### src/rtl/spi_flash_burst_reader_pkg.sv
// spi_flash_pkg: shared states, opcodes and byte ordering for the SPI flash burst reader
package spi_flash_pkg;

    typedef enum logic [2:0] {
        S_IDLE,
        S_CMD,
        S_ADDR,
        S_DUMMY,
        S_DATA,
        S_CS_HIGH
    } state_t;

    localparam logic [7:0] OPC_READ      = 8'h03;
    localparam logic [7:0] OPC_FAST_READ = 8'h0B;
    localparam int         ADDR_BITS     = 24;

    // First byte off the wire lands in bits [7:0] of the delivered word
    function automatic logic [31:0] swizzle(input logic [31:0] s);
        return {s[7:0], s[15:8], s[23:16], s[31:24]};
    endfunction

endpackage

### src/rtl/spi_flash_burst_reader_sck_gen.sv
// spi_sck_gen: SCK divider with rise/slot-end strobes and a per-phase slot counter
module spi_sck_gen #(
    parameter int CLK_DIV = 2,
    parameter int SW      = 5
) (
    input  logic          clk,
    input  logic          reset,
    input  logic          run,
    input  logic          slot_last,
    output logic          sck,
    output logic          sample,
    output logic          slot_end,
    output logic [SW-1:0] slot
);

    localparam int            CNW  = $clog2(2 * CLK_DIV);
    localparam logic [CNW-1:0] HALF = CNW'(CLK_DIV - 1);
    localparam logic [CNW-1:0] LAST = CNW'(2 * CLK_DIV - 1);

    logic [CNW-1:0] cnt;

    assign sample   = run && cnt == HALF;
    assign slot_end = run && cnt == LAST;

    // Divider parks at zero with SCK low whenever the engine is not shifting
    always_ff @(posedge clk or negedge reset) begin
        if (!reset) begin
            cnt  <= '0;
            sck  <= 1'b0;
            slot <= '0;
        end else if (!run) begin
            cnt  <= '0;
            sck  <= 1'b0;
            slot <= '0;
        end else begin
            cnt  <= slot_end ? '0 : cnt + 1'b1;
            sck  <= sample ? 1'b1 : slot_end ? 1'b0 : sck;
            slot <= slot_end ? (slot_last ? '0 : slot + 1'b1) : slot;
        end
    end

endmodule

### src/rtl/spi_flash_burst_reader.sv
// spi_flash_burst_reader: memory-mapped SPI NOR burst read engine (mode 0)
module spi_flash_burst_reader
    import spi_flash_pkg::*;
#(
    parameter int CLK_DIV        = 2,
    parameter int FAST_READ      = 0,
    parameter int DUMMY_CLOCKS   = 8,
    parameter int MAX_BURST      = 8,
    parameter int CS_HIGH_CYCLES = 4
) (
    input  logic                           clk,
    input  logic                           reset,
    input  logic                           rstrb,
    input  logic [21:0]                    word_address,
    input  logic [$clog2(MAX_BURST+1)-1:0] burst_len,
    input  logic                           abort,
    output logic [31:0]                    rdata,
    output logic                           rvalid,
    output logic                           rbusy,
    output logic                           CLK,
    output logic                           CS_N,
    output logic                           MOSI,
    input  logic                           MISO
);

    localparam int             D   = FAST_READ != 0 ? DUMMY_CLOCKS : 0;
    localparam int             BW  = $clog2(MAX_BURST + 1);
    localparam int             SW  = $clog2(D > 32 ? D : 32);
    localparam int             CW  = $clog2(CS_HIGH_CYCLES + 1);
    localparam logic [7:0]     OPC = FAST_READ != 0 ? OPC_FAST_READ : OPC_READ;
    localparam logic [SW-1:0]  LAST_CMD   = SW'(7);
    localparam logic [SW-1:0]  LAST_ADDR  = SW'(ADDR_BITS - 1);
    localparam logic [SW-1:0]  LAST_DUMMY = SW'(D - 1);
    localparam logic [SW-1:0]  LAST_WORD  = SW'(31);
    localparam logic [CW-1:0]  CS_LAST    = CW'(CS_HIGH_CYCLES - 1);
    localparam logic [BW-1:0]  MAXB       = BW'(MAX_BURST);

    state_t         state;
    logic [31:0]    tx;
    logic [31:0]    rx;
    logic [BW-1:0]  words_left;
    logic [CW-1:0]  cs_cnt;
    logic           active;
    logic           run;
    logic           sample;
    logic           slot_end;
    logic           slot_last;
    logic [SW-1:0]  slot;

    assign active    = state != S_IDLE && state != S_CS_HIGH;
    assign run       = active && !abort;
    assign slot_last = slot == (state == S_CMD   ? LAST_CMD  :
                                state == S_ADDR  ? LAST_ADDR :
                                state == S_DUMMY ? LAST_DUMMY : LAST_WORD);

    spi_sck_gen #(
        .CLK_DIV(CLK_DIV),
        .SW     (SW)
    ) u_sck (
        .clk      (clk),
        .reset    (reset),
        .run      (run),
        .slot_last(slot_last),
        .sck      (CLK),
        .sample   (sample),
        .slot_end (slot_end),
        .slot     (slot)
    );

    // Transaction sequencer: command/address shift-out, data shift-in, word delivery, CS recovery
    always_ff @(posedge clk or negedge reset) begin
        if (!reset) begin
            state      <= S_IDLE;
            CS_N       <= 1'b1;
            MOSI       <= 1'b0;
            rbusy      <= 1'b0;
            rvalid     <= 1'b0;
            rdata      <= '0;
            tx         <= '0;
            rx         <= '0;
            words_left <= '0;
            cs_cnt     <= '0;
        end else begin
            rvalid <= 1'b0;
            if (state == S_IDLE) begin
                if (rstrb) begin
                    state      <= S_CMD;
                    CS_N       <= 1'b0;
                    rbusy      <= 1'b1;
                    MOSI       <= OPC[7];
                    tx         <= {OPC[6:0], word_address, 2'b00, 1'b0};
                    words_left <= burst_len == '0 ? BW'(1) : burst_len > MAXB ? MAXB : burst_len;
                end
            end else if (state == S_CS_HIGH) begin
                if (cs_cnt == '0) begin
                    state <= S_IDLE;
                    rbusy <= 1'b0;
                end else begin
                    cs_cnt <= cs_cnt - 1'b1;
                end
            end else if (abort) begin
                state  <= S_CS_HIGH;
                CS_N   <= 1'b1;
                MOSI   <= 1'b0;
                cs_cnt <= CS_LAST;
            end else begin
                if (sample && state == S_DATA) rx <= {rx[30:0], MISO};
                if (slot_end) begin
                    MOSI <= tx[31];
                    tx   <= {tx[30:0], 1'b0};
                end
                if (slot_end && slot_last) begin
                    if (state == S_CMD) begin
                        state <= S_ADDR;
                    end else if (state == S_ADDR) begin
                        state <= D > 0 ? S_DUMMY : S_DATA;
                    end else if (state == S_DUMMY) begin
                        state <= S_DATA;
                    end else begin
                        rdata      <= swizzle(rx);
                        rvalid     <= 1'b1;
                        words_left <= words_left - 1'b1;
                        if (words_left == BW'(1)) begin
                            state  <= S_CS_HIGH;
                            CS_N   <= 1'b1;
                            cs_cnt <= CS_LAST;
                        end
                    end
                end
            end
        end
    end

endmodule

### config.mk
export PLATFORM = sky130hd
export DESIGN_NAME = spi_flash_burst_reader
export DESIGN_NICKNAME = d
export VERILOG_FILES = /design/src/rtl/spi_flash_burst_reader_pkg.sv /design/src/rtl/spi_flash_burst_reader_sck_gen.sv /design/src/rtl/spi_flash_burst_reader.sv
export SDC_FILE = /design/constraint.sdc
export NUM_CORES = 1
export LEC_CHECK = 0
export ABC_AREA = 1
export CAP_MARGIN = 0
export CORE_ASPECT_RATIO = 1.4
export CORE_MARGIN = 4
export CORE_UTILIZATION = 50
export CTS_CLUSTER_DIAMETER = 120
export DETAILED_ROUTE_END_ITERATION = 8
export PLACE_DENSITY = 0.74
export SLEW_MARGIN = 15
export SYNTH_ARGS = -nofsm -noshare
export SYNTH_HDL_FRONTEND = slang
export SYNTH_SLANG_ARGS = --single-unit
export TNS_END_PERCENT = 20
### constraint.sdc
create_clock -name clk -period 2.6 [get_ports clk]
set_input_delay 0.26 -clock clk [delete_from_list [all_inputs] [get_ports clk]]
set_output_delay 0.26 -clock clk [all_outputs]
set_load 0.005 [all_outputs]
# Word-level counts from Yosys, hierarchy flattened

Index checks and enable logic that the tools add are counted.

Mux-type cells: 67
Reductions and logical operators: 31
Equality and inequality tests: 26
Bitwise logic cells: 6
Magnitude comparators: 1
Div/mod/pow operators: 0
Shifts and indexed selects: 0
$add $sub $neg: 4
Multipliers: 0

Operators by type and width:

| kind                                                            | count |
|---|---|
| 32-bit 2-to-1 mux                                               | 5 |
| 3-bit 2-to-1 mux                                                | 18 |
| 4-bit 2-to-1 mux                                                | 11 |
| 7-bit AND reduction                                             | 4 |
| 1-bit 2-to-1 mux                                                | 27 |
| 3-bit inequality test, second input constant                    | 8 |
| 5-bit 2-to-1 mux                                                | 4 |
| 3-bit nonzero test                                              | 6 |
| 2-bit inequality test, second input constant                    | 7 |
| 4-bit AND reduction                                             | 3 |
| 2-bit nonzero test                                              | 4 |
| 7-bit nonzero test                                              | 1 |
| 3-bit by 2-bit == test with 1-bit output, second input constant | 2 |
| 3-bit == test, second input constant                            | 2 |
| 1-bit logical AND                                               | 6 |
| 3-bit logical NOT                                               | 2 |
| 1-bit NOT                                                       | 6 |
| 3-bit AND reduction                                             | 2 |
| 5-bit by 1-bit adder with 5-bit output, second input constant   | 1 |
| 5-bit == test                                                   | 1 |
| 4-bit by 1-bit == test with 1-bit output, second input constant | 1 |
| 4-bit > comparator, second input constant                       | 1 |
| 4-bit logical NOT                                               | 1 |
| 2-bit 2-to-1 mux                                                | 2 |
| 10 further kinds                                                | 10 |

Memory bits (read-only): 0
Output and inout port bits: 37
Memory bits (writable): 0
Bits of input ports: 31
Flip-flop bits (word level): 118
Memories kept: 0
Latch bits: 0
Logic and storage cells: 148

# Longest topological paths before layout

Gate-level depths: netlist of the first run.

Depth after elaboration: 9
Depth in mapped cells: 11
Depth with buffers taken out: 11

# Modules after synthesis

A second synthesis of the first run with hierarchy kept.

Cells, all modules: 560
Area, all modules: 5200.0 um^2

Modules (own cells, without submodules):

| module                 | area each (um^2) | cells each | instances | sequential area each (um^2) |
|---|---|---|---|---|
| spi_flash_burst_reader | 4788.3           | 515        | 1         | 2678.8 |
| spi_sck_gen            | 411.6            | 45         | 1         | 200.2 |

# Worst setup path after synthesis of the first run

Ideal clock, no wire load.

Path kind: register to register
From: register state[2]
To: register rdata[11]
Stages on the path, launching flop included: 12
Slack: 0.960 ns
Buffers on the path: 1
Clock period less this slack: 1.640 ns
Arrival: 1.522 ns
Cells stage by stage: dfrtp_1 -> inv_2 -> nand3_2 -> nand2_1 -> nand2_1 -> nor2_1 -> nand3_2 -> nor2_4 -> inv_4 -> buf_6 -> nand2_1 -> o21ai_2

Longest elaborated chain between the ends: 6
Elaborated cells between the ends (all ways): 20
Classes of those cells: eq/ne: 6; mux: 2; bitwise: 5; reduce/logical: 7

Ends and longest elaborated chain:

| what                                                                   | line                                                               | RTL |
|---|---|---|
| start, declared                                                        | spi_flash_burst_reader.sv:38                                       | `state_t state;` |
| start signal, assigned                                                 | spi_flash_burst_reader.sv:116                                      | `state <= D > 0 ? S_DUMMY : S_DATA;` |
| 3-bit by 2-bit == test with 1-bit output, or another cell as far along | spi_flash_burst_reader.sv:53, spi_flash_burst_reader.sv:115        |  |
| 4-bit 2-to-1 mux / 1-bit logical AND (equally long branches)           | spi_flash_burst_reader.sv:53, spi_flash_burst_reader.sv:50         |  |
| 5-bit 2-to-1 mux / 1-bit logical AND (equally long branches)           | spi_flash_burst_reader.sv:52, spi_flash_burst_reader.sv:51         |  |
| 5-bit == test / 1-bit logical AND (equally long branches)              | spi_flash_burst_reader.sv:52, spi_flash_burst_reader_sck_gen.sv:23 |  |
| 1-bit logical AND                                                      | spi_flash_burst_reader.sv:112                                      | `if (slot_end && slot_last) begin` |
| 7-bit AND reduction (no line) *                                        | n/a                                                                |  |
| end signal, assigned                                                   | spi_flash_burst_reader.sv:120                                      | `rdata <= swizzle(rx);` |
| end, declared                                                          | spi_flash_burst_reader.sv:17                                       | `output logic [31:0] rdata,` |

Mark *: on every way between the ends. The rest lies on a longest branch, timed or not.
A chain may end at the register's enable or synchronous reset.

# Final worst setup path of the first run

From: register state[0]
To: register tx[4]

Longest elaborated chain between the ends: 6
Elaborated cells between the ends (all ways): 13
Classes of those cells: eq/ne: 5; mux: 1; reduce/logical: 7

Ends and longest elaborated chain:

| what                                                               | line                                 | RTL |
|---|---|---|
| 3-bit inequality test / 3-bit nonzero test (equally long branches) | spi_flash_burst_reader.sv:50         | `assign active = state != S_IDLE && state != S_CS_HIGH;` |
| 1-bit logical AND                                                  | spi_flash_burst_reader.sv:50         |  |
| 1-bit logical AND                                                  | spi_flash_burst_reader.sv:51         | `assign run = active && !abort;` |
| 1-bit logical AND                                                  | spi_flash_burst_reader_sck_gen.sv:23 | `assign slot_end = run && cnt == LAST;` |
| 2-bit nonzero test (no line)                                       | n/a                                  |  |
| 4-bit AND reduction (no line)                                      | n/a                                  |  |
| end signal, assigned                                               | spi_flash_burst_reader.sv:91         | `tx <= {OPC[6:0], word_address, 2'b00, 1'b0};` |
| end signal, assigned                                               | spi_flash_burst_reader.sv:110        | `tx <= {tx[30:0], 1'b0};` |
| end, declared                                                      | spi_flash_burst_reader.sv:39         | `logic [31:0] tx;` |

Parallel ways exist; a longest one is shown, timed or not.

==> results.sh, run 1 <==
export IMPL_status="completed"
export IMPL_critPathKind="reg2reg"
export IMPL_cts_clk_slew_worst_paths_ns=0.05
export IMPL_antenna_found_initial=0
export IMPL_n_antenna_cell=0
export IMPL_grt_pass1_wl_um=17500
export IMPL_gp_congestion=0.803
export IMPL_via_per_inst=4.99
export IMPL_maxSlewViolCount=0
export IMPL_wl_met2_um=5090
export IMPL_synth_warnings=0
export IMPL_io_pins=68
export IMPL_wl_per_cell_um=13.0
export IMPL_setup_tns_ns=0
export IMPL_synth_top_cell_area_share_pct=56.1
export IMPL_fin_nets=665
export IMPL_die_w_um=93.3
export IMPL_synth_area_per_cell_um2=9.17
export IMPL_ctsLongestPathBuffers=2
export IMPL_synth_seq_cells=115
export IMPL_rsz0062_at_grt="false"
export IMPL_critPathCaptureType="flip-flop"
export IMPL_grt_overflow=0
export IMPL_grt_util_all_layers_pct=18.5
export IMPL_synth_area_leader_cell="dfrtp_1"
export IMPL_min_period_over_period_pct=86.5
export IMPL_drc_errors=0
export IMPL_total_power_uw=6430
export IMPL_fp_row_count=43
export IMPL_layout_drive_gt1_share_pct=14.1
export IMPL_clk_latency_ns=0.41
export IMPL_fin_skew_ns=0.0121
export IMPL_root_buffer="clkbuf_16"
export IMPL_cts_tree="done"
export IMPL_place_ws_ns=0.370
export IMPL_final_core_util_pct=65.2
export IMPL_worst_slack_ns=0.352
export IMPL_synth_cell_types=28
export IMPL_route_vias_total=3856
export IMPL_reg2regPathDepth=9
export IMPL_synthToLayoutAreaGrowth_pct=27.6
export IMPL_worstPathMaxFanout=51
export IMPL_wl_met1_um=4320
export IMPL_synth_cells=555
export IMPL_yosys_top_cells_area="dfrtp_1 (56%), nand2_1 (11%), o21ai_2 (5.3%)"
export IMPL_required_ns=2.93
export IMPL_die_area_um2=11900
export IMPL_synth_edf_count=0
export IMPL_routed_top_layer="met4"
export IMPL_ys_async_sr_fraction_pct=100
export IMPL_fin_crit_ns=2.25
export IMPL_ys_top_cells_by_count="nand2_1 (153), dfrtp_1 (114), inv_1 (56)"
export IMPL_irDropWorstVdd_v=0.000583
export IMPL_synth_area_um2=5090
export IMPL_synth_seq_area_share_pct=56.6
export IMPL_cts_resized=0
export IMPL_worst_pin_slew_ns=0.530
export IMPL_grt_max_degree=76
export IMPL_drtIter0Drc=188
export IMPL_cts_sinks=115
export IMPL_synth_flop_cell="dfrtp_1"
export IMPL_cts_made_buffers=17
export IMPL_hold_viol=0
export IMPL_yosysMostFrequentCell="nand2_1"
export IMPL_setup_viol=0
export IMPL_postRouteAntennaNets=0
export IMPL_grt_pass1_vias=4000
export IMPL_critPathArrivalTime_ns=2.58
export IMPL_leakagePower_uw=0.00296
export IMPL_htreeDepth=4
export IMPL_start_kind="flip-flop"
export IMPL_routed_wl_um=10100
export IMPL_synth_nets=593
export IMPL_dr_pass1_iters=4
export IMPL_slew_limit_headroom_pct=64.7
export IMPL_start_util_pct=51.1
export IMPL_wl_met3_um=489
export IMPL_cap_violations=0
export IMPL_dp_hpwl_um=6790
export IMPL_p_per_area_nw_per_um2=991
export IMPL_portBuffers=67
export IMPL_core_um2=9950
export IMPL_hp_class="in2async"
export IMPL_fp_dieH_um=127
export IMPL_fmax_mhz=445
cell families (layout without fill, tap and decap cells):
logic type | after synthesis | in the layout | synth area share, %
xor+xnor | 6 | 6 | 1.03
simple gates | 236 | 236 | 19.7
flops | 115 | 115 | 56.6
buf+inv | 84 | 167 | 7.30
fa+ha+maj | 7 | 7 | 1.72
compound gates | 107 | 107 | 13.6
metal layers:
| metal | vias up | global-route usage, % |
|---|---|---|
| met5 | - | 0 |
| met4 | 0 | 7.59 |
| met1 | 1829 | 21.7 |
| li1 | 1928 | - |
| met2 | 86 | 30.9 |
| met3 | 13 | 6.48 |
what timing repair did:
item / 4_1_cts / 5_1_grt
hold buffers: 1 / 0
endpoints found under the hold margin: 114 / 0
buffers inserted: 0 / 0
registers in the layout, indices dropped and copies added (netlist names):
name,count
state,3
rbusy,1
words_left,4
u_sck.cnt,2
MOSI,1
u_sck.slot,5
rvalid,1
CS_N,1
tx,29
cs_cnt,3
rx,32
u_sck.sck,1
rdata,32
stage by stage:
stage	instance area (um2)	cells	hold slack, ns
finish	6490	773	0.215
floorplan	5090	555	-0.0356
CTS	6490	773	0.194
detailed placement	5880	742	0.0756
global route	6490	773	0.217
global placement	5880	742	0.0745
power by group:
part	internal, uW	switching [uW]
registers	2150	233
clock network	1620	737
logic	628	1060
cell type report:
type / instances / area, um2
inverters: 62 / 235
repair buffers: 75 / 768
clock buffers: 26 / 509
fillers: 788 / 3460
clock inverters: 4 / 95.1
multi-input cells: 356 / 1840
well taps: 135 / 169
flip-flops and latches: 115 / 2880
cells in the final DEF (no fill, tap or decap), drive strengths merged, types with 2 or more instances in the layout:
| cell type | count |
|---|---|
| clkdlybuf4s50 | 66 |
| dfrtp | 114 |
| inv | 62 |
| xor2 | 3 |
| a31oi | 23 |
| bufinv | 3 |
| nor3 | 2 |
| xnor2 | 3 |
| o22ai | 5 |
| buf | 8 |
| ha | 7 |
| nand4 | 2 |
| o21ai | 71 |
| nor2 | 43 |
| clkbuf | 26 |
| nand2 | 164 |
| nand3 | 25 |
| a21oi | 6 |
final timing paths:
path	from	endpoint	slack (ns)
max in group asynchronous	reset	CS_N$_DFFE_PN1P_	1.72
setup / recovery	state[0]$_DFFE_PN0P_	tx[4]$_DFFE_PN0P_	0.35
hold / removal	reset	rdata[20]$_DFFE_PN0P_	0.22
hold reg to reg	CS_N$_DFFE_PN1P_	CS_N$_DFFE_PN1P_	0.47
setup reg to reg	state[0]$_DFFE_PN0P_	tx[4]$_DFFE_PN0P_	0.35
min in group clk	word_address[0]	tx[3]$_DFFE_PN0P_	0.41
critical path, stage by stage (launching register included):
cell and delay, ns:
dfrtp_1 0.45, nor2_1 0.23, nand2_2 0.18, buf_4 0.27, nor2_1 0.35, inv_2 0.14, nand2_2 0.12, buf_12 0.21
nor2_1 0.07, a31oi_1 0.15
(Power assumes the default switching activity.)
==> inputs of run 2 (changes only) <==
CTS_CLUSTER_SIZE = 40   (was not set)
clock period = 2.7 ns   (was 2.6 ns; I/O delays follow)
==> run 2 against run 1 <==
Wire length decreased by 2.8%. Global-route usage decreased by 0.54 points. Utilization decreased by 0.26 points. Cell count increased by 0.13%. Critical endpoint is now words_left[2]$_DFFE_PN0P_. Largest cell class unchanged. Largest power group unchanged.
==> results.sh, run 2 (synthesis gave the netlist of run 1 again) <==
export IMPL_reg_largest_list="rdata (32), rx (32), tx (29)"
export IMPL_hold_viol=0
export IMPL_antenna_found_initial=0
export IMPL_total_power_uw=6070
export IMPL_required_ns=2.99
export IMPL_routed_wl_um=9790
export IMPL_grt_overflow=0
export IMPL_grt_util_all_layers_pct=18.0
export IMPL_via_per_inst=5.01
export IMPL_die_w_um=93.3
export IMPL_grt_max_degree=65
export IMPL_drc_errors=0
export IMPL_clk_latency_ns=0.40
export IMPL_dpl_cell_area_um2=5890
export IMPL_instances_no_fill=774
export IMPL_core_um2=9950
export IMPL_cts_sinks=115
export IMPL_setup_tns_ns=0
export IMPL_critPathArrivalTime_ns=2.51
export IMPL_slew_limit_headroom_pct=52.5
export IMPL_final_common_cell="nand2_1"
export IMPL_fin_crit_ns=2.22
export IMPL_postRouteAntennaNets=0
export IMPL_cap_violations=0
export IMPL_fin_skew_ns=0.00618
export IMPL_grt_pass1_wl_um=17100
export IMPL_layout_drive_gt1_share_pct=14.2
export IMPL_wl_per_cell_um=12.6
export IMPL_worstPathMaxFanout=44
export IMPL_critPathKind="reg2reg"
export IMPL_start_util_pct=51.1
export IMPL_n_antenna_cell=0
export IMPL_maxSlewViolCount=0
export IMPL_drtIter0Drc=165
export IMPL_root_buffer="clkbuf_16"
export IMPL_rsz0062_at_grt="false"
export IMPL_fp_dieH_um=127
export IMPL_ctsLongestPathBuffers=2
export IMPL_start_kind="flip-flop"
export IMPL_gp_congestion=0.772
export IMPL_dp_hpwl_um=6700
export IMPL_die_area_um2=11900
export IMPL_io_pins=68
export IMPL_portBuffers=67
export IMPL_cts_clk_slew_worst_paths_ns=0.05
export IMPL_status="completed"
export IMPL_hp_class="in2reg"
export IMPL_critPathCaptureType="flip-flop"
export IMPL_htreeDepth=4
export IMPL_dr_pass1_iters=4
export IMPL_cts_made_buffers=17
export IMPL_fp_row_count=43
export IMPL_synthToLayoutAreaGrowth_pct=27.1
export IMPL_worst_pin_slew_ns=0.713
export IMPL_fmax_mhz=450
export IMPL_route_vias_total=3875
export IMPL_grt_pass1_vias=3801
export IMPL_layout_common_cells="nand2_1 (153), dfrtp_1 (114), clkdlybuf4s50_1 (66)"
export IMPL_leakagePower_uw=0.00295
export IMPL_fillers=810
export IMPL_setup_viol=0
export IMPL_final_area_um2=6470
export IMPL_cts_tree="done"
export IMPL_min_period_over_period_pct=82.4
export IMPL_rrSetupSlack_ns=0.48
export IMPL_p_per_area_nw_per_um2=938
export IMPL_post_cts_setup_buffers=0
export IMPL_fin_nets=666
export IMPL_irDropWorstVdd_v=0.000558
export IMPL_dp_cells=743
[run 2: worst max-delay path: stages (launching register included)]
cell and delay, ns:
dfrtp_1 0.44, nor2_1 0.23, nand2_2 0.22, nand3_4 0.17, nor2_8 0.06, nand3_2 0.12
nor2_4 0.06, inv_4 0.42, nand2_1 0.21, nand2_1 0.12, nand2_1 0.06
[run 2: path summary, 6_finish.rpt]
kind	endpoint	start	cells past startpoint
min in group asynchronous	rx[13]$_DFFE_PN0P_	reset	2
min	tx[13]$_DFFE_PN0P_	word_address[10]	3
max reg2reg	words_left[2]$_DFFE_PN0P_	state[0]$_DFFE_PN0P_	10
min reg2reg	u_sck.cnt[0]$_DFF_PN0_	u_sck.cnt[0]$_DFF_PN0_	1
max	words_left[2]$_DFFE_PN0P_	state[0]$_DFFE_PN0P_	10
max in group asynchronous	CS_N$_DFFE_PN1P_	reset	3
[run 2: repair_timing]
item | 4_1_cts | 5_1_grt
hold endpoints to repair | 56 | 0
resized for setup | 0 | 0
hold buffers | 1 | 0
[run 2: through the flow]
step	setup slack [ns]	utilization [%]	hold slack, ns
detailed placement	0.496	59.1	0.372
global route	0.263	65.0	0.433
global placement	0.572	59.1	0.374
floorplan	1.06	-	-0.0256
CTS	0.448	65.0	0.419
finish	0.476	65.0	0.430
[run 2: layout make-up]
cell class,instances,area [um2],share of cell area [%]
Clock buffer,25,495,7.66
Clock inverter,5,75.1,1.16
Inverter,62,235,3.64
Multi-Input combinational cell,356,1840,28.4
Sequential cell,115,2880,44.5
Tap cell,135,169,2.61
Timing Repair Buffer,76,776,12.0
[run 2: per-layer routing]
layer  wire length, um  GRT usage, %  vias to the layer above  part of all wire, %
met5                 0             0                        -                    0
met4               119          6.47                        0                  1.2
met3               555          5.54                       13                  5.7
met2              4800          29.3                      102                   49
met1              4310          22.7                     1829                   44
li1                  -             -                     1931                    -
[run 2: power by group]
group	internal (uW)	switching, uW	leakage, uW	total, uW
sequential	2070	225	0.00150	2300
combinational	607	1020	0.00117	1620
clock	1440	706	0.000283	2140
total	4120	1950	0.00295	6070
